===== config.mk =====
export PLATFORM = sky130hd
export DESIGN_NAME = pipeline_stall_ctrl
export DESIGN_NICKNAME = d
export VERILOG_FILES = /design/src/rtl/pipeline_stall_ctrl.sv
export SDC_FILE = /design/constraint.sdc
export NUM_CORES = 1
export LEC_CHECK = 0
export BUFFER_PORTS_ARGS = -buffer_cell sky130_fd_sc_hd__buf_4
export CAP_MARGIN = 20
export CELL_PAD_IN_SITES_DETAIL_PLACEMENT = 1
export CELL_PAD_IN_SITES_GLOBAL_PLACEMENT = 2
export CORE_ASPECT_RATIO = 0.5
export CORE_MARGIN = 1
export CORE_UTILIZATION = 30
export CTS_BUF_LIST = sky130_fd_sc_hd__clkbuf_8
export DETAILED_ROUTE_END_ITERATION = 7
export GPL_TIMING_DRIVEN = 0
export PLACE_DENSITY = 0.92
export SLEW_MARGIN = 15
export SYNTH_ARGS = -nofsm -noshare
export SYNTH_HDL_FRONTEND = slang
export SYNTH_SLANG_ARGS = --single-unit
export TNS_END_PERCENT = 100

===== constraint.sdc =====
create_clock -name clk -period 2.1 [get_ports clk]
set_input_delay 0.42 -clock clk [delete_from_list [all_inputs] [get_ports clk]]
set_output_delay 0.42 -clock clk [all_outputs]
set_load 0.02 [all_outputs]

===== src/rtl/pipeline_stall_ctrl.sv =====
// Pipeline latch load/squash controller: merges split imem/dmem responses,
// inserts load-use bubbles, flushes on MEM-resolved taken branches, counts events.
module pipeline_stall_ctrl #(
   parameter int CNT_WIDTH      = 16,
   parameter int REG_ADDR_WIDTH = 3
) (
   input  logic                      clk,
   input  logic                      reset,
   input  logic                      imem_resp,
   input  logic                      dmem_req,
   input  logic                      dmem_resp,
   input  logic                      br_taken,
   input  logic                      ex_is_load,
   input  logic [REG_ADDR_WIDTH-1:0] ex_dest,
   input  logic [REG_ADDR_WIDTH-1:0] id_sr1,
   input  logic [REG_ADDR_WIDTH-1:0] id_sr2,
   input  logic                      id_uses_sr1,
   input  logic                      id_uses_sr2,
   output logic                      imem_read,
   output logic                      dmem_read_en,
   output logic                      if_buf_load,
   output logic                      if_buf_sel,
   output logic                      load_pc,
   output logic                      load_if_id,
   output logic                      load_id_ex,
   output logic                      load_ex_mem,
   output logic                      load_mem_wb,
   output logic                      squash_if_id,
   output logic                      squash_id_ex,
   output logic                      squash_ex_mem,
   output logic [CNT_WIDTH-1:0]      stall_count,
   output logic [CNT_WIDTH-1:0]      bubble_count,
   output logic [CNT_WIDTH-1:0]      flush_count,
   output logic [1:0]                state_dbg
);

   // State bits are {imem_got, dmem_got}; 2'b11 cannot occur.
   typedef enum logic [1:0] {
      RUN    = 2'b00,
      WAIT_I = 2'b01,
      WAIT_D = 2'b10
   } state_t;

   localparam logic [CNT_WIDTH-1:0] CNT_ONE = {{(CNT_WIDTH-1){1'b0}}, 1'b1};

   state_t                state_q, state_d;
   logic [CNT_WIDTH-1:0]  stall_q, stall_d;
   logic [CNT_WIDTH-1:0]  bubble_q, bubble_d;
   logic [CNT_WIDTH-1:0]  flush_q, flush_d;
   logic                  imem_got, dmem_got;
   logic                  imem_done, dmem_done, advance, hazard;

   function automatic logic [CNT_WIDTH-1:0] sat_inc(input logic [CNT_WIDTH-1:0] v);
      return (&v) ? v : v + CNT_ONE;
   endfunction

   assign imem_got  = state_q[1];
   assign dmem_got  = state_q[0];
   assign imem_done = imem_resp | imem_got;
   assign dmem_done = ~dmem_req | dmem_resp | dmem_got;
   assign advance   = imem_done & dmem_done;
   assign hazard    = ex_is_load & ((id_uses_sr1 & (id_sr1 == ex_dest)) |
                                    (id_uses_sr2 & (id_sr2 == ex_dest)));

   always_ff @(posedge clk) begin
      state_q  <= state_d;
      stall_q  <= stall_d;
      bubble_q <= bubble_d;
      flush_q  <= flush_d;
   end

   always_comb begin
      state_d       = state_q;
      stall_d       = stall_q;
      bubble_d      = bubble_q;
      flush_d       = flush_q;
      imem_read     = 1'b0;
      dmem_read_en  = 1'b0;
      if_buf_load   = 1'b0;
      if_buf_sel    = 1'b0;
      load_pc       = 1'b0;
      load_if_id    = 1'b0;
      load_id_ex    = 1'b0;
      load_ex_mem   = 1'b0;
      load_mem_wb   = 1'b0;
      squash_if_id  = 1'b0;
      squash_id_ex  = 1'b0;
      squash_ex_mem = 1'b0;
      if (reset) begin
         // Keep the pipe clocking NOPs in while the PC holds.
         state_d       = RUN;
         stall_d       = '0;
         bubble_d      = '0;
         flush_d       = '0;
         load_if_id    = 1'b1;
         load_id_ex    = 1'b1;
         load_ex_mem   = 1'b1;
         load_mem_wb   = 1'b1;
         squash_if_id  = 1'b1;
         squash_id_ex  = 1'b1;
         squash_ex_mem = 1'b1;
      end else begin
         imem_read    = ~imem_got;
         dmem_read_en = dmem_req & ~dmem_got;
         if_buf_load  = imem_resp & ~advance;
         if_buf_sel   = imem_got;
         state_d      = state_t'({~advance & (imem_got | imem_resp),
                                  ~advance & (dmem_got | (dmem_req & dmem_resp))});
         if (!advance) begin
            stall_d = sat_inc(stall_q);
         end else if (br_taken) begin
            load_pc       = 1'b1;
            load_if_id    = 1'b1;
            load_id_ex    = 1'b1;
            load_ex_mem   = 1'b1;
            load_mem_wb   = 1'b1;
            squash_if_id  = 1'b1;
            squash_id_ex  = 1'b1;
            squash_ex_mem = 1'b1;
            flush_d       = sat_inc(flush_q);
         end else if (hazard) begin
            // Hold PC and IF/ID; the load moves on and a bubble enters EX.
            load_id_ex    = 1'b1;
            squash_id_ex  = 1'b1;
            load_ex_mem   = 1'b1;
            load_mem_wb   = 1'b1;
            bubble_d      = sat_inc(bubble_q);
         end else begin
            load_pc       = 1'b1;
            load_if_id    = 1'b1;
            load_id_ex    = 1'b1;
            load_ex_mem   = 1'b1;
            load_mem_wb   = 1'b1;
         end
      end
   end

   assign stall_count  = stall_q;
   assign bubble_count = bubble_q;
   assign flush_count  = flush_q;
   assign state_dbg    = state_q;

endmodule


# Word level (Yosys, flattened, before mapping)
# Cells that the tools add are included.
dict set report classes {
  bitwise 22
  reduce_logical 6
  n_addsub 3
  mux 18
  n_eq_ne 2
}
# cell n
set op_table {}
lappend op_table {{adder 16 x 1 -> 16 bit (second input constant)} 3}
lappend op_table {{AND reduction 16 bit} 3}
lappend op_table {{2-to-1 mux 1 bit} 18}
lappend op_table {{AND 1 bit} 9}
lappend op_table {{inverter 1 bit} 8}
lappend op_table {{equality test 3 bit} 2}
lappend op_table {{OR 1 bit} 5}
lappend op_table {{AND reduction 4 bit} 1}
lappend op_table {{AND reduction 3 bit} 1}
lappend op_table {{AND reduction 2 bit} 1}
dict set report word_totals {
  output_inout_bits 62
  in_bits 18
  register_bits 50
  elab_cells 55
}

# Logic depth before layout (Yosys ltp)
# Gate-level depths: netlist of run 1.
dict set report depth {
  word_depth 8
  depth_mapped 8
  mapped_depth_nobuf 6
}

# Worst setup path after synthesis of run 1
# OpenSTA, ideal clock, no wires.
dict set report synth_path {
  kind {reg2out}
  from {reg state_q[0], in the netlist state_dbg[0]}
  to {out load_id_ex}
  t_required_ps 1680
  stages_incl_launch_ff 6
  n_path_buf 2
  path_slack_ps 1
  arrival_time_ps 1679
  path_cell_list {dfxtp_1 or3b_1 nand2_1 clkbuf_1 nand2b_1 buf_4}
}
dict set report synth_between {
  elab_chain_cells 4
}
# item line
set synth_rtl {}
lappend synth_rtl {{from (decl)} 46} ;# state_t state_q, state_d;
lappend synth_rtl {{from (signal assigned)} 66} ;# state_q <= state_d;
lappend synth_rtl {{OR 1 bit} 60} ;# assign dmem_done = ~dmem_req | dmem_resp | dmem_got;
lappend synth_rtl {{AND 1 bit} 61} ;# assign advance = imem_done & dmem_done;
lappend synth_rtl {{2-to-1 mux 1 bit (2 in a row)} n/a}
lappend synth_rtl {{to (decl)} 25} ;# output logic load_id_ex,
# No other way between the ends.

# Worst setup path in the final report of run 1
dict set report layout_path {
  from {reg state_q[0], in the netlist state_dbg[0]}
  to {out load_id_ex}
}
dict set report layout_between {
  elab_chain_cells 4
}
# item line
set layout_rtl {}
lappend layout_rtl {{OR 1 bit} 60}
lappend layout_rtl {{AND 1 bit} 61}
lappend layout_rtl {{2-to-1 mux 1 bit} 109} ;# if (!advance) begin
lappend layout_rtl {{2-to-1 mux 1 bit} 89} ;# if (reset) begin
# No other way between the ends.

==> results of run 1 <==
-- sequential cells by signal (all words and copies together) (netlist names) --
register,count
bubble_count,16
flush_count,16
stall_count,16
state_dbg,2
-- metrics by stage --
stage          hold WS [ps]  setup WS [ps]  cell area (sq um)  std cells  util (%)
6_report                298           35.2               3660        517      44.3
3_5_place_dp            504           -377               3370        505      40.8
4_1_cts                 288           12.5               3590        516      43.5
5_1_grt                 287          -30.5               3660        517      44.3
2_1_floorplan           499          0.907               2630        314         -
3_3_place_gp            478           -341               3370        505      40.8
-- final timing paths --
| kind | start | to | slack [ps] | cells after the start |
|---|---|---|---|---|
| worst max-delay path | state_dbg[0] | load_id_ex | 40 | 6 |
| worst min-delay path | dmem_resp | state_dbg[1] | 300 | 2 |
| worst max register to register | state_dbg[1] | bubble_count[5] | 100 | 6 |
| worst min register to register | bubble_count[12] | bubble_count[12] | 520 | 2 |
-- logic make-up after synthesis --
| group | after synthesis | synth area share, % |
|---|---|---|
| AOI/OAI and AO/OA | 60 | 14.7 |
| DFF | 50 | 38.0 |
| buffers and inverters | 22 | 3.99 |
| xor gates and xnor gates | 28 | 9.32 |
| muxes | 5 | 2.00 |
| and+or+nand+nor | 146 | 30.6 |
| adders and majority gates | 3 | 1.43 |
-- worst max-delay path, cell delays in order, from the launching register on --
cell,delay [ps]
dfxtp_2,330
or3b_4,420
nand2_4,110
buf_8,120
nand2b_4,60
buf_4,130
buf_4,140
-- power breakdown --
group / switching (mW) / internal [mW]
combinational: 0.131 / 0.109
sequential: 0.0148 / 0.958
clock: 0.352 / 0.508
-- layout by cell type, fill, tap and decap left out, drive strengths merged, types with 2 or more instances in the layout --
cell type | synthesis | layout
a211oi | 7 | 7
a21oi | 21 | 21
a31oi | 2 | 2
and3 | 4 | 4
and4 | 7 | 7
buf | 8 | 91
bufinv | 0 | 2
clkbuf | 10 | 16
dfxtp | 50 | 50
ha | 3 | 3
inv | 4 | 4
mux2 | 2 | 2
mux2i | 3 | 3
nand2 | 14 | 14
nand2b | 3 | 3
nand3 | 17 | 17
nand4 | 14 | 14
nor2 | 39 | 39
nor2b | 4 | 4
nor3 | 13 | 13
nor3b | 2 | 2
nor4 | 5 | 5
nor4b | 4 | 4
o2111ai | 2 | 2
o211ai | 3 | 3
o21ai | 7 | 7
o21bai | 2 | 2
o31ai | 10 | 10
or3 | 5 | 5
or4 | 12 | 12
xnor2 | 22 | 22
xor2 | 6 | 6
-- cell type report --
| cell class | count | share of cell area, % |
|---|---|---|
| multi-input cells | 242 | 44.1 |
| flip-flops and latches | 50 | 27.5 |
| repair buffers | 84 | 17.3 |
| well taps | 112 | 3.83 |
| plain buffers | 17 | 2.87 |
| clock buffers | 6 | 2.26 |
| clock inverters | 2 | 1.64 |
| inverters | 4 | 0.410 |
-- timing repair --
item / 4_1_cts / 5_1_grt
setup buffers: 3 / 2
hold buffers: 0 / 0
setup endpoints to repair: 20 / 30
gates resized for setup: 14 / 19
pin swaps: 1 / 3
-- layer usage --
metal / up-vias / track usage, % / part of all wire, %
met5: - / 0 / 0
met4: 0 / 7.58 / 1.3
met3: 9 / 4.96 / 3.2
met2: 48 / 36.0 / 52
met1: 1336 / 22.8 / 44
li1: 1340 / - / -
==> metrics.md, run 1 <==
| Metric | Value |
|---|---|
| Gpl congestion | `between 0.8 and 0.9` |
| Setup TNS | `0 ps` |
| Die area | `9180 sq um` |
| Min cycle time layout | `between 2000 and 2500 ps` |
| Power consumption | `2.07 mW` |
| Wire per inst | `16.8 microns` |
| Core Region | `~8300 sq um` |
| Worst Path Max Fanout | `4` |
| Initial DRC count | `approximately 100` |
| Crit. End Element | `output port` |
| Overflow after GRT | `0` |
| CTS tree | `yes` |
| Die X | `between 100 and 150 microns` |
| # port buffers | `slightly below 80` |
| EDFF count, synth | `0` |
| Post-synth top cells | `50 x dfxtp_1, 39 x nor2_1, 22 x xnor2_1` |
| Multi-input combinational cell area | `between 1500 and 2000 sq um` |
| Ys Warns | `0` |
| Ys async rst share | `0%` |
| Synth Cell Area | `~2600 sq um` |
| Layout cells sized above 1 | `a little under a third` |
| Setup crit start kind | `flip-flop` |
| Share of the yosys chip area belonging to registers | `around two fifths` |
| Syn Inst Count | `314` |
| Status | `completed` |
| CTS root buffer | `clkbuf_8` |
| PwrDens | `567 nW/um^2` |
| DP HPWL | `6.31 mm` |
| Number of fill cells | `991` |
| Initial antenna violation count | `0` |
| Starting Density | `31.9%` |
| Layout area overhead | `39.0%` |
| Number of synthesized register bits | `50` |
| Most frequent cell after synthesis | `dfxtp_1` |
| Chip height | `approximately 70 microns` |
| Final Cycle Share | `98.3%` |
| H-tree levels | `2` |
| Seq. cell area | `1010 sq um` |
| Netlist cell types | `between 40 and 50` |
| Hold Violations, Final | `0` |
| Final wirelength | `around 8.7 mm` |
| Max Cap Viol | `0` |
| Clock buffer count from CTS | `5` |
| GRT Total Usage | `about a fifth` |
| Clock Latency Late Sink | `between 300 and 400 ps` |
| Rows | `23` |
| First-pass GRT wire length | `14.1 mm` |
| Worst-Margin Slew | `around 660 ps` |
| Slew headroom | `56.1%` |
| Routed via count | `~2,700` |
| Clock Pin Slew Worst Setup and Hold Paths | `about 100 ps` |
| Ant. Diodes | `0` |
| Vias in the first global route | `approximately 2,900` |
| Syn avg cell area | `8.38 sq um` |
| Ranking of synthesized cells by area | `dfxtp_1 38%, xnor2_1 7.3%, nor2_1 5.6%` |
| # nets final | `roughly 430` |
| Peak VDD IR | `roughly 230 uV` |
| Kind of critical path | `reg -> out` |
| Leakage | `approximately 1.4 nW` |
| Final clock skew | `5.71 ps` |
| Final count of pins violating max slew | `0` |
| DRT antenna net count | `0` |
| Top-area cell type share of the netlist area | `about two fifths` |
| Largest net degree at the start of global routing | `16` |
| First-pass DRT Iterations | `4` |
| DRC | `0` |
| Top Ports | `80` |
| Min-delay worst type | `in -> reg` |
| Clock sinks | `50` |
| RSZ-0062 raised after global routing | `yes` |
| Largest area contributor in the netlist | `dfxtp_1` |
| CP required | `about 1700 ps` |
| Final setup violation count | `0` |
| Post-Syn Nets | `between 300 and 400` |
| Vias per cell | `around 5.3` |
| Clk buf depth | `2` |
| Primary FF master, synth | `dfxtp_1` |
| CP Data Arrival Time | `between 1500 and 2000 ps` |
| Fmax | `0.484 GHz` |
(Power assumes the default switching activity.)
==> run 2, diff against run 1 <==
--- a/config.mk
+++ b/config.mk
@@ -5,17 +5,19 @@
 export SDC_FILE = /design/constraint.sdc
 export NUM_CORES = 1
 export LEC_CHECK = 0
+export ABC_AREA = 1
 export BUFFER_PORTS_ARGS = -buffer_cell sky130_fd_sc_hd__buf_4
-export CAP_MARGIN = 20
+export CAP_MARGIN = 10
 export CELL_PAD_IN_SITES_DETAIL_PLACEMENT = 1
 export CELL_PAD_IN_SITES_GLOBAL_PLACEMENT = 2
 export CORE_ASPECT_RATIO = 0.5
 export CORE_MARGIN = 1
-export CORE_UTILIZATION = 30
+export CORE_UTILIZATION = 28
 export CTS_BUF_LIST = sky130_fd_sc_hd__clkbuf_8
+export CTS_CLUSTER_SIZE = 10
 export DETAILED_ROUTE_END_ITERATION = 7
 export GPL_TIMING_DRIVEN = 0
-export PLACE_DENSITY = 0.92
+export PLACE_DENSITY = 0.94
 export SLEW_MARGIN = 15
 export SYNTH_ARGS = -nofsm -noshare
 export SYNTH_HDL_FRONTEND = slang
==> run 2 against run 1 <==
  * Non-clock buffer count shrank 6
  * Sequential share of layout area decreased by 1.6 points
  * Flip-flop and latch count is the same
  * Critical path depth unchanged
  * Critical path type is now in -> out
  * Critical endpoint is now squash_if_id
==> metrics.md, run 2 <==
| Metric | Value |
|---|---|
| Status | `completed (unchanged)` |
| Kind of critical path | `in -> out (was reg -> out)` |
| Worst-Margin Slew | `723 ps (was 659 ps)` |
| Setup crit start kind | `primary input (was flip-flop)` |
| Crit. End Element | `output port (unchanged)` |
| Layout area overhead | `29.5% (was 39.0%)` |
| Crit-path cells | `buf_4 -> clkinv_1 -> clkbuf_1 -> nand2_1 -> buf_4 -> buf_4 (was or3b_4 -> nand2_4 -> buf_8 -> nand2b_4 -> buf_4 -> buf_4)` |
| Initial antenna violation count | `0 (unchanged)` |
| Seq. cell area | `1000 sq um (was 1010 sq um)` |
| Overflow after GRT | `0 (unchanged)` |
| Max Cap Viol | `0 (unchanged)` |
| Syn avg cell area | `6.11 sq um (was 8.38 sq um)` |
| Sequential power share | `53.0% (was 46.9%)` |
| Vias per cell | `4.57 (was 5.29)` |
| Routed via count | `3,266 (was 2,733)` |
| Switching Share | `28.2% (was 24.0%)` |
| Final count of pins violating max slew | `0 (unchanged)` |
| Rows | `26 (was 23)` |
| DRC | `0 (unchanged)` |
| Slowest CP cell | `clkbuf_1 (was or3b_4)` |
| Share of the yosys chip area belonging to registers | `33.6% (was 38.0%)` |
| Worst slack, placed | `55.2 ps (was -377 ps)` |
| Fin cells | `715 (was 517)` |
| Primary FF master, synth | `dfxtp_1 (unchanged)` |
| Top-area cell type share of the netlist area | `33.6% (was 38.0%)` |
| Chip height | `75.0 microns (was 68.2 microns)` |
| DRT antenna net count | `0 (unchanged)` |
| Most frequent cell after synthesis | `nand2_1 (was dfxtp_1)` |
| Met3 usage | `2.91% (was 4.96%)` |
| Layout cells sized above 1 | `20.0% (was 31.1%)` |
| H-tree levels | `2 (unchanged)` |
| Wire per inst | `12.6 microns (was 16.8 microns)` |
| GRT Total Usage | `16.5% (was 19.7%)` |
| Initial DRC count | `132 (was 99)` |
| GR Layer Usage met1 | `22.3% (was 22.8%)` |
| Commonest non-fill, non-tap cell in the layout | `nand2_1 (was buf_4)` |
| Min cycle time layout | `1950 ps (was 2060 ps)` |
| First-pass GRT wire length | `14.6 mm (was 14.1 mm)` |
| Ys Warns | `0 (unchanged)` |
| First-pass DRT Iterations | `4 (unchanged)` |
| Hold Buf Count CTS | `0 (unchanged)` |
| Fmax | `0.512 GHz (was 0.484 GHz)` |
| EDFF count, synth | `0 (unchanged)` |
| Ys async rst share | `0% (unchanged)` |
| Clock Pin Slew Worst Setup and Hold Paths | `100 ps (about the same)` |
| RSZ-0062 raised after global routing | `no (was yes)` |
| Leakage | `1.62 nW (was 1.38 nW)` |
| # nets final | `597 (was 425)` |
| Min-delay worst type | `in -> reg (unchanged)` |
| Setup WS post-layout | `147 ps (was 35.2 ps)` |
| Final wirelength | `9.03 mm (was 8.66 mm)` |
| M2 GR Usage | `28.3% (was 36.0%)` |
| Final Cycle Share | `93.0% (was 98.3%)` |
| Hold Violations, Final | `0 (unchanged)` |
| Final clock skew | `8.37 ps (was 5.71 ps)` |
| Internal Power | `1.32 mW (was 1.58 mW)` |
| Clock sinks | `50 (unchanged)` |
| Multi-input combinational cell area | `1720 sq um (was 1620 sq um)` |
| Post-synth top cells | `165 x nand2_1, 103 x nor2_1, 50 x dfxtp_1 (was 50 x dfxtp_1, 39 x nor2_1, 22 x xnor2_1)` |
| CTS root buffer | `clkbuf_8 (unchanged)` |
| Worst Path Max Fanout | `10 (was 4)` |
| Die X | `148 microns (was 134 microns)` |
| Final setup violation count | `0 (unchanged)` |
| Power share of the clock group | `32.1% (was 41.5%)` |
| CP top delay family | `buffers and inverters (was simple AND/OR/NAND/NOR gates)` |
| Ant. Diodes | `0 (unchanged)` |
| Slew headroom | `51.8% (was 56.1%)` |
| GRT Max-Usage Layer | `met2 (unchanged)` |
| PwrDens | `477 nW/um^2 (was 567 nW/um^2)` |
| Core Region | `10,300 sq um (was 8260 sq um)` |
| Number of synthesized register bits | `50 (unchanged)` |
| Power consumption | `1.84 mW (was 2.07 mW)` |
| CP required | `1680 ps (about the same)` |
| Top Ports | `80 (unchanged)` |
| DP HPWL | `7.10 mm (was 6.31 mm)` |
| Clock Latency Late Sink | `310 ps (was 320 ps)` |
| Psw | `0.518 mW (was 0.497 mW)` |
| Dpl cells | `707 (was 505)` |
| Largest area contributor in the netlist | `dfxtp_1 (unchanged)` |
| Synth Cell Area | `2980 sq um (was 2630 sq um)` |
| Die area | `11,100 sq um (was 9180 sq um)` |
| Gpl congestion | `0.822 (was 0.804)` |
| Starting Density | `29.0% (was 31.9%)` |
| CP Data Arrival Time | `1530 ps (was 1640 ps)` |
| Vias in the first global route | `3,053 (was 2,861)` |
| Crit-path most repeated cell | `buf_4 (unchanged)` |
| Clk buf depth | `2 (unchanged)` |
| Largest net degree at the start of global routing | `15 (was 16)` |
| Peak VDD IR | `216 uV (was 227 uV)` |
| Fin Hold WS | `363 ps (was 298 ps)` |
| Setup TNS | `0 ps (unchanged)` |
| Crit-path max cell delay | `380 ps (was 420 ps)` |
| CTS tree | `yes (unchanged)` |
| Gate power share | `14.9% (was 11.6%)` |
| Post-Syn Nets | `509 (was 335)` |
| Clock buffer count from CTS | `5 (unchanged)` |
| # port buffers | `79 (unchanged)` |
| Number of fill cells | `1,405 (was 991)` |
| CP bufs+invs | `5 (was 3)` |
| Ranking of synthesized cells by area | `dfxtp_1 34%, nand2_1 21%, nor2_1 13% (was dfxtp_1 38%, xnor2_1 7.3%, nor2_1 5.6%)` |
| Most frequent cells in the layout | `164 x nand2_1, 103 x nor2_1, 86 x buf_4 (was 87 x buf_4, 45 x dfxtp_1, 39 x nor2_1)` |
| Syn Inst Count | `488 (was 314)` |
| Netlist cell types | `30 (was 45)` |
==> run 2: changes by cell type after synthesis, moves of 5 or more <==
| cell | before | now |
|---|---|---|
| a211oi_1 | 7 | 0 |
| o31ai_1 | 10 | 0 |
| or4_1 | 12 | 0 |
| inv_1 | 4 | 44 |
| clkbuf_1 | 10 | 3 |
| nand3_1 | 17 | 22 |
| nor2_1 | 39 | 103 |
| xnor2_1 | 22 | 9 |
| and4_1 | 7 | 0 |
| or3_1 | 5 | 0 |
| nand2_1 | 14 | 165 |
==> run 2: power by group through the flow <==
stage / combinational, mW / sequential [mW] / clock [mW]
floorplan: 0.146 / 1.01 / 0
CTS: 0.277 / 0.975 / 0.619
global route: 0.305 / 0.977 / 0.648
finish: 0.275 / 0.974 / 0.590
global placement: 0.270 / 0.996 / 0
detailed placement: 0.274 / 0.997 / 0
==> run 2: path summary, 6_finish.rpt <==
| path | from | to | slack (ps) | depth (start not counted) |
|---|---|---|---|---|
| worst max-delay path | reset | squash_if_id | 150 | 6 |
| worst min-delay path | reset | stall_count[8] | 360 | 3 |
| worst max register to register | flush_count[1] | flush_count[11] | 180 | 9 |
| worst min register to register | stall_count[4] | stall_count[4] | 500 | 2 |
==> run 2: worst min-delay path, cell delays in order <==
cell     delay, ps
buf_4          100
a21oi_1         40
o21a_1          90
==> run 2: logic make-up after synthesis <==
family,Yosys count,synth area share [%]
flip-flops,50,33.6
adder cells (fa/ha/maj),3,1.26
AND/OR/NAND/NOR,325,45.4
XOR/XNOR,14,4.11
AO/OA/AOI/OAI,36,6.76
buffers and inverters,60,8.94
==> run 2: cell type report <==
type,count,share of cell area (%)
multi-input cells,378,44.7
flip-flops and latches,50,25.9
repair buffers,82,15.9
well taps,140,4.54
inverters,46,4.47
plain buffers,13,2.30
clock buffers,6,2.14
==> run 2: routing by layer <==
metal / vias to the layer above / routed length, microns
met4: 0 / 46
met3: 5 / 202
met2: 30 / 4140
li1: 1688 / -
met5: - / 0
met1: 1543 / 4630
==> run 2: through the flow <==
step,cell area (sq um),utilization (%)
2_1_floorplan,2980,-
3_3_place_gp,3750,36.5
3_5_place_dp,3750,36.5
4_1_cts,3830,37.3
5_1_grt,3860,37.5
6_report,3860,37.5
==> run 2: what timing repair did <==
item | 4_1_cts | 5_1_grt
endpoints found under the setup margin | 1 | 3
gates cloned | 0 | 0
hold endpoints to repair | 0 | 0
gates resized for setup | 1 | 2
pin swaps | 0 | 1
buffers inserted | 0 | 3
